`config.mk`:
```
export PLATFORM = sky130hd
export DESIGN_NAME = spu_nearest_tracker
export DESIGN_NICKNAME = d
export VERILOG_FILES = /design/src/rtl/spu_nearest_tracker.sv
export SDC_FILE = /design/constraint.sdc
export NUM_CORES = 1
export LEC_CHECK = 0
export ABC_AREA = 1
export CAP_MARGIN = 20
export CORE_MARGIN = 2
export CORE_UTILIZATION = 44
export DETAILED_ROUTE_END_ITERATION = 10
export GPL_TIMING_DRIVEN = 0
export PLACE_DENSITY_LB_ADDON = 0.05
export SLEW_MARGIN = 20
export SYNTH_ARGS = -nofsm -noshare
export SYNTH_HDL_FRONTEND = slang
export SYNTH_SLANG_ARGS = --single-unit
```
`constraint.sdc`:
```
create_clock -name clk -period 1.78 [get_ports clk]
set_clock_uncertainty 0.2 [all_clocks]
set_input_delay 0.534 -clock clk [delete_from_list [all_inputs] [get_ports clk]]
set_output_delay 0.534 -clock clk [all_outputs]
set_load 0.03 [all_outputs]
```
`src/rtl/spu_nearest_tracker.sv`:
```
// Nearest-distance tracker: per frame, keeps the smallest SPU distance, its first index and a sample count.
// Optional running sum of tracked samples is enabled by defining SPU_TRACKER_SUM_EN.
module spu_nearest_tracker #(
  parameter int DIST_W = 8,
  parameter int IDX_W  = 6,
  parameter int SUM_W  = 14
) (
  input  logic              clk,
  input  logic              rst_n,
  input  logic              start,
  input  logic              dist_valid,
  input  logic [DIST_W-1:0] dist_in,
  input  logic              dist_last,
  output logic              dist_ready,
  output logic              res_valid,
  input  logic              res_ready,
  output logic [DIST_W-1:0] min_dist,
  output logic [IDX_W-1:0]  min_idx,
  output logic [IDX_W:0]    count,
  output logic              overflow,
  output logic              busy
`ifdef SPU_TRACKER_SUM_EN
  ,
  output logic [SUM_W-1:0]  sum_out
`endif
);

  typedef enum logic [1:0] {
    IDLE  = 2'd0,
    ACCUM = 2'd1,
    DONE  = 2'd2
  } state_t;

  localparam logic [IDX_W:0] CAP = {1'b1, {IDX_W{1'b0}}};

  state_t              r_state;
  logic [DIST_W-1:0]   r_min;
  logic [IDX_W-1:0]    r_idx;
  logic [IDX_W:0]      r_count;
  logic                r_ovf;

  logic                w_accept;
  logic                w_full;
  logic                w_open;

  assign w_accept = dist_valid && (r_state == ACCUM);
  assign w_full   = (r_count == CAP);
  // A new frame opens from IDLE, or directly from DONE when the result handshake coincides with start.
  assign w_open   = start && ((r_state == IDLE) || ((r_state == DONE) && res_ready));

`ifdef SPU_TRACKER_SUM_EN
  logic [SUM_W-1:0]    r_sum;
  logic [SUM_W:0]      w_sum_add;
  logic [SUM_W-1:0]    w_sum_sat;

  assign w_sum_add = {1'b0, r_sum} + (SUM_W+1)'(dist_in);
  assign w_sum_sat = w_sum_add[SUM_W] ? '1 : w_sum_add[SUM_W-1:0];

  always_ff @(posedge clk or negedge rst_n) begin
    if (!rst_n) begin
      r_sum <= '0;
    end else if (w_open) begin
      r_sum <= '0;
    end else if (w_accept && !w_full) begin
      r_sum <= w_sum_sat;
    end
  end

  assign sum_out = r_sum;
`endif

  always_ff @(posedge clk or negedge rst_n) begin
    if (!rst_n) begin
      r_state <= IDLE;
      r_min   <= '0;
      r_idx   <= '0;
      r_count <= '0;
      r_ovf   <= 1'b0;
    end else if (w_open) begin
      r_state <= ACCUM;
      r_min   <= '1;
      r_idx   <= '0;
      r_count <= '0;
      r_ovf   <= 1'b0;
    end else begin
      case (r_state)
        IDLE: r_state <= IDLE;
        ACCUM: begin
          if (w_accept) begin
            if (w_full) begin
              r_ovf <= 1'b1;
            end else begin
              r_count <= r_count + (IDX_W+1)'(1);
              if (dist_in < r_min) begin
                r_min <= dist_in;
                r_idx <= r_count[IDX_W-1:0];
              end
            end
            if (dist_last) r_state <= DONE;
          end
        end
        DONE: begin
          if (res_ready) r_state <= IDLE;
        end
        default: r_state <= IDLE;
      endcase
    end
  end

  assign dist_ready = (r_state == ACCUM);
  assign res_valid  = (r_state == DONE);
  assign busy       = (r_state == ACCUM) || (r_state == DONE);
  assign min_dist   = r_min;
  assign min_idx    = r_idx;
  assign count      = r_count;
  assign overflow   = r_ovf;

endmodule

```
* Word level (Yosys, flattened, before mapping)
Cells that the tools add are included.
Word-level totals: register bits after elaboration 24, bits of input ports 14, output and inout bits 25, word-level logic and storage cells 51
Operators by class: add/subtract/negate cells 1, magnitude comparators 1, eq/ne operators 7, mux-type cells 23, reductions and logical operators 14
Operator list (number):
- $mux W8 | 5
- $mux W6 | 5
- $mux W7 | 4
- $reduce_and A3 Y1 | 3
- $lt A8 B8 Y1 | 1
- $mux W2 | 4
- $reduce_bool A2 Y1 | 4
- $add A7 B1 Y7 const B | 1
- $eq A7 B7 Y1 const B | 1
- $ne A3 B1 Y1 const B | 2
- $mux W1 | 4
- $pmux W2 S2 | 1
- $reduce_and A4 Y1 | 1
- $logic_and A1 B1 Y1 | 3
- $ne A3 B2 Y1 const B | 1
- $eq A2 B1 Y1 const B | 1
- $eq A2 B2 Y1 const B | 1
- $logic_not A2 Y1 | 1
- $logic_or A1 B1 Y1 | 2
- $ne A2 B1 Y1 const B | 1

* Depth between registers and ports, before layout
Gate-level depths: netlist of run 1.
depth in word-level cells 6, depth in mapped cells 11, depth with buffers taken out 11

* Least setup slack after synthesis of run 1
Ideal clock, no wire load.
kind register to register, start register r_min[7], in the netlist min_dist[7], end register r_min[6], in the netlist min_dist[6], library setup time 124 ps, arrival 1648 ps, data required time 1456 ps, setup slack -191 ps, cell stages (with the launch flop) 10, path buffers 1, period minus slack after synthesis 1971 ps, cells stage by stage dfrtp_1 inv_1 ha_1 a21oi_1 nand2_1 nor2_8 nand2_4 buf_6 nand2_2 nand3_2
On the way: cells in the longest elaborated chain, start to end 3
Ends and longest elaborated chain:
- start, declared | RTL line 37 | logic [DIST_W-1:0] r_min;
- start signal, assigned | RTL line 95 | r_min <= dist_in;
- $lt A8 B8 Y1 | RTL line 94 | if (dist_in < r_min) begin
- $reduce_bool A2 Y1 (no source line)
- $reduce_and A4 Y1 (no source line)
No other way between the ends. A chain may end at the register's enable or synchronous reset.

* Worst setup path in the final report of run 1
start register r_state[1], end output port busy
On the way: cells in the longest elaborated chain, start to end 2, elaborated cells on any way between the ends 3, those cells by class eq/ne (2); reduce/logical (1)
Ends and longest elaborated chain:
- start, declared | RTL line 36 | state_t r_state;
- start signal, assigned | RTL line 74 | r_state <= IDLE;
- start signal, assigned | RTL line 80 | r_state <= ACCUM;
- start signal, assigned | RTL line 87 | IDLE: r_state <= IDLE;
- $eq A2 B1 Y1 or $eq A2 B2 Y1 (tied branches) | RTL line 112 | assign busy = (r_state == ACCUM) || (r_state == DONE);
- $logic_or A1 B1 Y1 * | RTL line 112
- end, declared | RTL line 21 | output logic busy
Mark *: on every way between the ends. The rest lies on a longest branch, timed or not.

==> flow_metrics.py, run 1 <==
metrics = {
    "flow_run": {
        "cap_violations": 0,
    },
    "sta": {
        "min_period_ns": 1.93,
        "finalMaxSlewViolations": 0,
        "hold_viol": 0,
        "timing.fmax_ghz": 0.518,
        "worst_pin_slew_ns": 0.548,
        "rsz0062_at_grt": "yes",
        "setup_viol": 8,
        "post-route-period-util_pct": 108,
        "maxSlewHeadroom_pct": 63.5,
        "setup_slack_ns": -0.150,
    },
    "place": {
        "placed_area_sq_um": 2000,
        "dp_slack_ns": -0.670,
        "io_buffers": 38,
        "dp_hpwl_um": 2470,
        "gp_congestion": 0.855,
    },
    "global_route": {
        "grt_max_degree": 25,
        "grt_pass1_vias": 1328,
        "gr-total-overflow": 0,
        "antenna_found_initial": 0,
        "grt_pass1_wl_um": 6180,
        "grt.total_usage_pct": 19.7,
    },
    "worst_setup_path": {
        "end_kind": "output port",
        "crit_fanout": 3,
        "cp.arrival_ns": 1.20,
        "r2r_cells": 11,
        "required_ns": 1.05,
        "critPathLaunchType": "register",
        "criticalPathCategory": "register to output port",
    },
    "run_status": {
        "status": "finished, violations left",
        "violations": "setup timing",
    },
    "synthesis": {
        "async_reset_ff_share_pct": 100,
        "yosys_warnings": 0,
        "synth_top_area_share_pct": 40.0,
        "synth.area.mux_share_pct": 0,
        "synthTopCellsByArea": "dfrtp_1 40%, nand2_1 14%, ha_1 10%",
        "synthesis.nets": 211,
        "synth_compound_area_share_pct": 3.00,
        "ys_ff_latch": 24,
        "yosysUniqueCellTypes": 20,
        "synth.most_common_cell": "nand2_1",
        "synth_ff_type": "dfrtp_1",
        "synth_top_family_by_area": "simple AND/OR/NAND/NOR gates",
        "yosys.area.top_type": "dfrtp_1",
        "yosysSeqAreaShare_pct": 40.0,
        "ys_top_cells_by_count": "55 x nand2_1, 24 x dfrtp_1, 23 x inv_1",
        "synth_edf_count": 0,
        "synth_area_per_cell_sq_um": 8.12,
        "synth_simple_gate_area_share_pct": 37.8,
        "synth-xor-area-share_pct": 1.17,
        "synthAdderAreaFrac_pct": 10.0,
        "syn-cell-area_sq_um": 1500,
        "synthCells": 185,
    },
    "detailed_routing": {
        "via_count": 1425,
        "drtIter0Drc": 57,
        "drc_errors": 0,
        "wl_um": 3880,
        "first_pass_iters": 4,
        "route.antenna.remaining_nets": 0,
        "wire_per_inst_um": 13.3,
        "drt-vias-per-instance": 4.88,
    },
    "die": {
        "core_area_sq_um": 3310,
        "floorplan.initialDensity_pct": 45.4,
        "die_area_sq_um": 3900,
        "fp-row-count": 21,
        "ioPinCount": 39,
        "dieHeight_um": 62.4,
        "dieWidth_um": 62.4,
    },
    "cts": {
        "clkLatencyLatePin_ns": 0.32,
        "cts_tree": "built",
        "cts_made_buffers": 3,
        "path_clk_slew_ns": 0.15,
        "root_buffer": "clkbuf_4",
        "clock-sinks": 24,
        "h-tree-depth": 1,
        "clockBufferDepth": 2,
    },
    "cells_and_area": {
        "diodes": 0,
        "fill_cells": 291,
        "fin_area_sq_um": 2310,
        "drive_gt1_share_pct": 48.0,
        "syn_to_final_growth_pct": 53.6,
        "nets": 273,
    },
    "worst_hold_path": {
        "hold_path.class": "register to register",
        "holdPathStages": 2,
    },
    "pwr": {
        "vdd_drop_max_mv": 0.965,
        "cellLeakagePower_nw": 1.19,
        "power_density_nw_per_um2": 1610,
    },
}
layout by cell type, fill, tap and decap left out, drive strengths merged:
master and count:
nand2 60, clkdlybuf4s50 4, inv 23, clkbuf 4, nor2 14, clkdlybuf4s15 1
or2 6, dlygate4sd3 1, nand4 7, nor3 1, dfrtp 24, nand3 22
xor2 1, xnor2 1, dlymetal6s2s 1, o21ai 5, dlygate4sd2 6, a21oi 4
bufinv 1, ha 12, buf 48
path summary, 6_finish.rpt:
| check | start | endpoint | slack, ns |
|---|---|---|---|
| max in group asynchronous | rst_n | min_dist[4] | 0.46 |
| min | overflow | overflow | 0.31 |
| max | r_state[1] | busy | -0.15 |
| min reg2reg | overflow | overflow | 0.31 |
| max reg2reg | min_dist[5] | min_idx[0] | 0.02 |
| min in group asynchronous | rst_n | r_state[1] | 0.50 |
metrics by stage:
step | total power [mW] | std cells | hold WS [ns] | TNS [ns] | utilization, %
2_1_floorplan | 2.21 | 185 | 0.0384 | -0.160 | -
3_3_place_gp | 2.81 | 269 | 0.280 | -21.12 | 60.4
3_5_place_dp | 2.87 | 269 | 0.286 | -13.03 | 60.3
4_1_cts | 3.36 | 284 | 0.320 | -1.02 | 64.6
5_1_grt | 3.98 | 292 | 0.346 | -1.18 | 69.7
6_report | 3.71 | 292 | 0.306 | -0.451 | 69.7
registers in the layout, summed over array words and instances (netlist names):
| name | count |
|---|---|
| count | 7 |
| min_dist | 8 |
| min_idx | 6 |
| overflow | 1 |
| r_state | 2 |
critical path: stages, from the launching register on:
cell,delay (ns)
dfrtp_1,0.43
inv_2,0.11
ha_4,0.21
buf_6,0.13
power breakdown:
group,internal [mW],switching (mW)
logic,0.991,1.41
clock network,0.228,0.174
registers,0.746,0.163
total,1.97,1.74
cell type report:
class	count	area, sq um	share of cell area (%)
timing repair buffer	57	447	19.4
sequential	24	614	26.6
clock buffer	3	22.5	0.977
buffer	5	65.1	2.82
multi-input combinational	133	981	42.5
tap	46	57.6	2.50
clock inverter	1	30.0	1.30
inverter	23	88.8	3.85
metal layers:
layer	up-vias	GRT usage [%]	wire, um
met5	-	0	0
met4	0	5.83	46
met3	4	2.52	146
met2	30	32.8	1950
met1	680	26.8	1730
li1	711	-	-
cell families after synthesis:
family                     after synthesis
and+or+nand+nor                        110
buffers and inverters                   28
DFF                                     24
adders and majority gates               12
AOI/OAI and AO/OA                        9
xor gates and xnor gates                 2
timing repair:
action                                  4_1_cts  5_1_grt
hold buffers                                  1        0
buffers inserted                              9        8
resized for setup                           130       60
endpoints found under the setup margin       47       36
hold endpoints to repair                     24        0
gates cloned                                  1        0
pin swaps                                     8       19
(Power assumes the default switching activity.)
==> run 2, diff against run 1 <==
Settings changed: GPL_TIMING_DRIVEN 0 to default, SKIP_CTS_REPAIR_TIMING from default to 1.
==> flow_metrics.py, run 2 (synthesized netlist as in run 1, its figures left out) <==
metrics = {
    "detailed_routing": {
        "drtIter0Drc": 72,
        "first_pass_iters": 4,
        "drt-vias-per-instance": 4.92,
        "wl_um": 4260,
        "wire_per_inst_um": 13.6,
        "route.antenna.remaining_nets": 0,
        "drc_errors": 0,
        "via_count": 1541,
    },
    "cells_and_area": {
        "nets": 294,
        "layout_commonest_cell": "nand2_1",
        "fill_cells": 232,
        "final_cells": 313,
        "syn_to_final_growth_pct": 72.6,
        "diodes": 0,
        "finish.utilization_pct": 78.3,
        "fin_area_sq_um": 2590,
        "drive_gt1_share_pct": 51.3,
        "largest_reg_flops": 8,
        "most-common-layout-cells": "45 x nand2_1, 35 x buf_4, 28 x buf_6",
    },
    "cts": {
        "path_clk_slew_ns": 0.14,
        "cts_made_buffers": 3,
        "h-tree-depth": 1,
        "root_buffer": "clkbuf_4",
        "clockBufferDepth": 2,
        "clkLatencyLatePin_ns": 0.33,
        "clock-sinks": 24,
        "cts_tree": "built",
    },
    "pwr": {
        "switching_power_mw": 1.85,
        "cellLeakagePower_nw": 1.39,
        "swShare_pct": 45.7,
        "p_int_mw": 2.19,
        "vdd_drop_max_mv": 0.880,
        "pwr-share-seq_pct": 22.5,
        "p_clk_share_pct": 7.6,
        "combPwrFrac_pct": 69.9,
        "power_density_nw_per_um2": 1560,
    },
    "worst_setup_path": {
        "path_cells": "inv_2 -> ha_1 -> buf_6",
        "cpMaxStageDelayCell": "dfrtp_1",
        "timing.rr.start": "min_dist[7]",
        "critPathLaunchType": "register",
        "end_kind": "output port",
        "r2r_setup_slack_ns": 0.01,
        "cp.arrival_ns": 1.23,
        "path_delay_family": "flip-flops",
        "startpoint": "r_state[0]",
        "criticalPathCategory": "register to output port",
        "path_buf_inv": 2,
        "required_ns": 1.05,
        "crit_fanout": 3,
        "crit_path_max_incr_delay_ns": 0.42,
    },
    "sta": {
        "setup_viol": 3,
        "maxSlewHeadroom_pct": 78.7,
        "rsz0062_at_grt": "yes",
        "timing.fmax_ghz": 0.510,
        "hold_slack_ns": 0.328,
        "worst_pin_slew_ns": 0.318,
        "min_period_ns": 1.96,
        "finalMaxSlewViolations": 0,
        "post-route-period-util_pct": 110,
        "setup_slack_ns": -0.179,
        "hold_viol": 0,
    },
    "place": {
        "io_buffers": 38,
        "dp_hpwl_um": 2870,
        "dp_cells": 292,
        "placed_area_sq_um": 2150,
        "gp_congestion": 0.801,
    },
    "die": {
        "floorplan.initialDensity_pct": 45.4,
        "ioPinCount": 39,
        "fp-row-count": 21,
        "dieWidth_um": 62.4,
        "dieHeight_um": 62.4,
        "die_area_sq_um": 3900,
        "core_area_sq_um": 3310,
    },
    "global_route": {
        "gr-total-overflow": 0,
        "grt.total_usage_pct": 20.3,
        "antenna_found_initial": 0,
        "grt_pass1_wl_um": 6420,
        "grt_pass1_vias": 1381,
        "grt_max_degree": 25,
    },
    "run_status": {
        "violations": "setup timing",
        "status": "finished, violations left",
    },
    "flow_run": {
        "cap_violations": 0,
    },
    "worst_hold_path": {
        "hold_path.class": "register to register",
        "min_from": "overflow",
    },
}
-- run 2: power groups by stage --
stage                     clock network [mW]  registers (mW)  logic (mW)
after floorplan                            0            1.22       0.999
after global placement                     0           0.870        2.15
after detailed placement                   0           0.879        2.22
after CTS                              0.310           0.867        2.23
after global routing                   0.339           0.930        3.07
final                                  0.307           0.907        2.82
-- run 2: layout make-up --
class,instances,area [sq um],area share (%)
Tap cell,46,57.6,2.22
Timing Repair Buffer,82,821,31.7
Multi-Input combinational cell,134,976,37.7
Clock buffer,4,36.3,1.40
Inverter,23,88.8,3.43
Sequential cell,24,612,23.6
-- run 2: stage by stage --
stage / power [mW] / setup WS (ns) / setup TNS, ns
2_1_floorplan: 2.21 / -0.0300 / -0.160
3_3_place_gp: 3.02 / -0.555 / -9.56
3_5_place_dp: 3.10 / -0.605 / -10.33
4_1_cts: 3.41 / -0.345 / -4.46
5_1_grt: 4.33 / -0.238 / -1.23
6_report: 4.04 / -0.179 / -0.448
-- run 2: final timing paths --
| path | end | cells past startpoint |
|---|---|---|
| worst min-delay path | overflow | 2 |
| min in group asynchronous | r_state[1] | 2 |
| worst min register to register | overflow | 2 |
| worst max register to register | min_idx[0] | 9 |
| worst max-delay path | busy | 3 |
| max in group asynchronous | min_dist[7] | 2 |
-- run 2: worst min-delay path, stage by stage (launching register included) --
cell	delay, ns
dfrtp_1	0.37
nor2_1	0.05
nor2_1	0.08
-- run 2: routing by layer --
layer	wire [um]	part of all wire, %	track usage, %
met1	1810	43	26.4
met2	2210	52	35.8
met3	164	3.9	3.24
met4	74	1.7	4.17
met5	0	0	0
==> run 3, diff against run 2 <==
Settings changed: ABC_CLOCK_PERIOD_IN_PS from default to 1700, CORE_MARGIN 2 to 1.
Clock period 1.78 ns to 1.7 ns, I/O delays scaled along.
==> flow_metrics.py, run 3 (synthesized netlist as in run 1, its figures left out) <==
metrics = {
    "run_status": {
        "status": "finished, violations left",
        "violations": "setup timing",
    },
    "die": {
        "dieHeight_um": 60.4,
        "ioPinCount": 39,
        "core_area_sq_um": 3150,
        "dieWidth_um": 60.4,
        "floorplan.initialDensity_pct": 47.6,
        "fp-row-count": 20,
        "die_area_sq_um": 3650,
    },
    "pwr": {
        "swShare_pct": 46.2,
        "power_density_nw_per_um2": 1700,
        "pwr-share-seq_pct": 20.9,
        "switching_power_mw": 2.11,
        "vdd_drop_max_mv": 0.961,
        "p_int_mw": 2.46,
        "cellLeakagePower_nw": 1.42,
        "p_clk_share_pct": 6.0,
        "combPwrFrac_pct": 73.2,
    },
    "global_route": {
        "antenna_found_initial": 0,
        "grt_max_degree": 25,
        "grt_pass1_vias": 1407,
        "gr-total-overflow": 0,
        "grt_pass1_wl_um": 6090,
        "grt.total_usage_pct": 22.3,
    },
    "sta": {
        "maxSlewHeadroom_pct": 76.6,
        "finalMaxSlewViolations": 0,
        "post-route-period-util_pct": 117,
        "setup_viol": 33,
        "rsz0062_at_grt": "yes",
        "min_period_ns": 1.99,
        "hold_viol": 0,
        "worst_pin_slew_ns": 0.348,
        "timing.fmax_ghz": 0.504,
        "setup_slack_ns": -0.286,
    },
    "cts": {
        "root_buffer": "clkbuf_4",
        "clockBufferDepth": 2,
        "h-tree-depth": 1,
        "clock-sinks": 24,
        "path_clk_slew_ns": 0.14,
        "cts_tree": "built",
        "cts_made_buffers": 3,
        "clkLatencyLatePin_ns": 0.33,
    },
    "worst_setup_path": {
        "crit_fanout": 3,
        "cp.arrival_ns": 1.28,
        "required_ns": 0.99,
        "end_kind": "output port",
        "r2r_cells": 11,
        "criticalPathCategory": "register to output port",
        "r2r_setup_slack_ns": -0.17,
        "critPathLaunchType": "register",
    },
    "cells_and_area": {
        "nets": 300,
        "largest_reg_flops": 8,
        "final_cells": 317,
        "layout_commonest_cell": "nand2_1",
        "fin_area_sq_um": 2680,
        "drive_gt1_share_pct": 54.2,
        "most-common-layout-cells": "47 x nand2_1, 37 x buf_6, 35 x buf_4",
        "diodes": 0,
        "syn_to_final_growth_pct": 78.7,
        "finish.utilization_pct": 85.1,
    },
    "detailed_routing": {
        "wl_um": 5180,
        "drc_errors": 0,
        "top_layer": "met4",
        "wire_per_inst_um": 16.3,
        "first_pass_iters": 4,
        "met3RoutedLength_um": 230,
        "via_count": 1633,
        "wl_met2_um": 2750,
        "route.antenna.remaining_nets": 0,
        "m1WireLength_um": 1990,
        "drt-vias-per-instance": 5.15,
        "drtIter0Drc": 68,
    },
    "place": {
        "gp_congestion": 0.789,
        "dp_hpwl_um": 2850,
        "dp_cells": 295,
        "placed_area_sq_um": 2180,
        "io_buffers": 38,
        "dp_slack_ns": -0.626,
    },
    "flow_run": {
        "cap_violations": 0,
    },
    "worst_hold_path": {
        "hold_path.class": "input pin to asynchronous set/reset pin",
    },
}
==> run 3: changes by cell type in the layout (fill, tap and decap cells not counted), moves of 2 or more <==
| cell | delta |
|---|---|
| buf_6 | +9 |
| nand3_1 | -5 |
| nand3_2 | +5 |
| inv_1 | -3 |
| inv_2 | +3 |
| nand2_2 | -3 |
| nand2_1 | +2 |
==> run 3: layer usage <==
| metal | global-route usage (%) | vias up |
|---|---|---|
| met5 | 0 | - |
| met4 | 4.87 | 0 |
| met3 | 2.77 | 19 |
| met2 | 39.1 | 60 |
| met1 | 29.6 | 793 |
| li1 | - | 761 |
==> run 3: path summary, 6_finish.rpt <==
| path | from | endpoint |
|---|---|---|
| max | r_state[1] | dist_ready |
| min reg2reg | min_idx[0] | min_idx[0] |
| min | rst_n | min_idx[3] |
| max reg2reg | r_state[1] | min_idx[2] |
| max in group asynchronous | rst_n | min_dist[2] |
| min in group clk | dist_in[2] | min_dist[2] |
==> run 3: through the flow <==
| stage | setup TNS [ns] | power [mW] | hold WS, ns |
|---|---|---|---|
| after floorplan | -0.979 | 2.37 | 0.0144 |
| after global placement | -10.75 | 3.21 | 0.283 |
| after detailed placement | -11.48 | 3.31 | 0.294 |
| after CTS | -5.84 | 3.58 | 0.321 |
| after global routing | -4.72 | 4.82 | 0.347 |
| final | -2.92 | 4.57 | 0.328 |
==> run 3: area by class of cell <==
| cell class | instances | area, sq um |
|---|---|---|
| Multi-Input combinational cell | 133 | 996 |
| Timing Repair Buffer | 89 | 905 |
| Sequential cell | 24 | 612 |
| Fill cell | 162 | 470 |
| Inverter | 23 | 88.8 |
| Tap cell | 44 | 55.1 |
| Clock buffer | 4 | 26.3 |
==> run 3: worst max-delay path, cell delays in order (launching register included) <==
cell and delay (ns):
dfrtp_1 0.44, inv_2 0.10, ha_4 0.17, buf_6 0.11, buf_6 0.13
==> run 3: power by group through the flow <==
stage / registers [mW] / clock network [mW] / logic, mW
floorplan: 1.29 / 0 / 1.08
global placement: 0.892 / 0 / 2.32
detailed placement: 0.909 / 0 / 2.40
CTS: 0.896 / 0.276 / 2.41
global route: 0.970 / 0.296 / 3.55
finish: 0.952 / 0.274 / 3.34
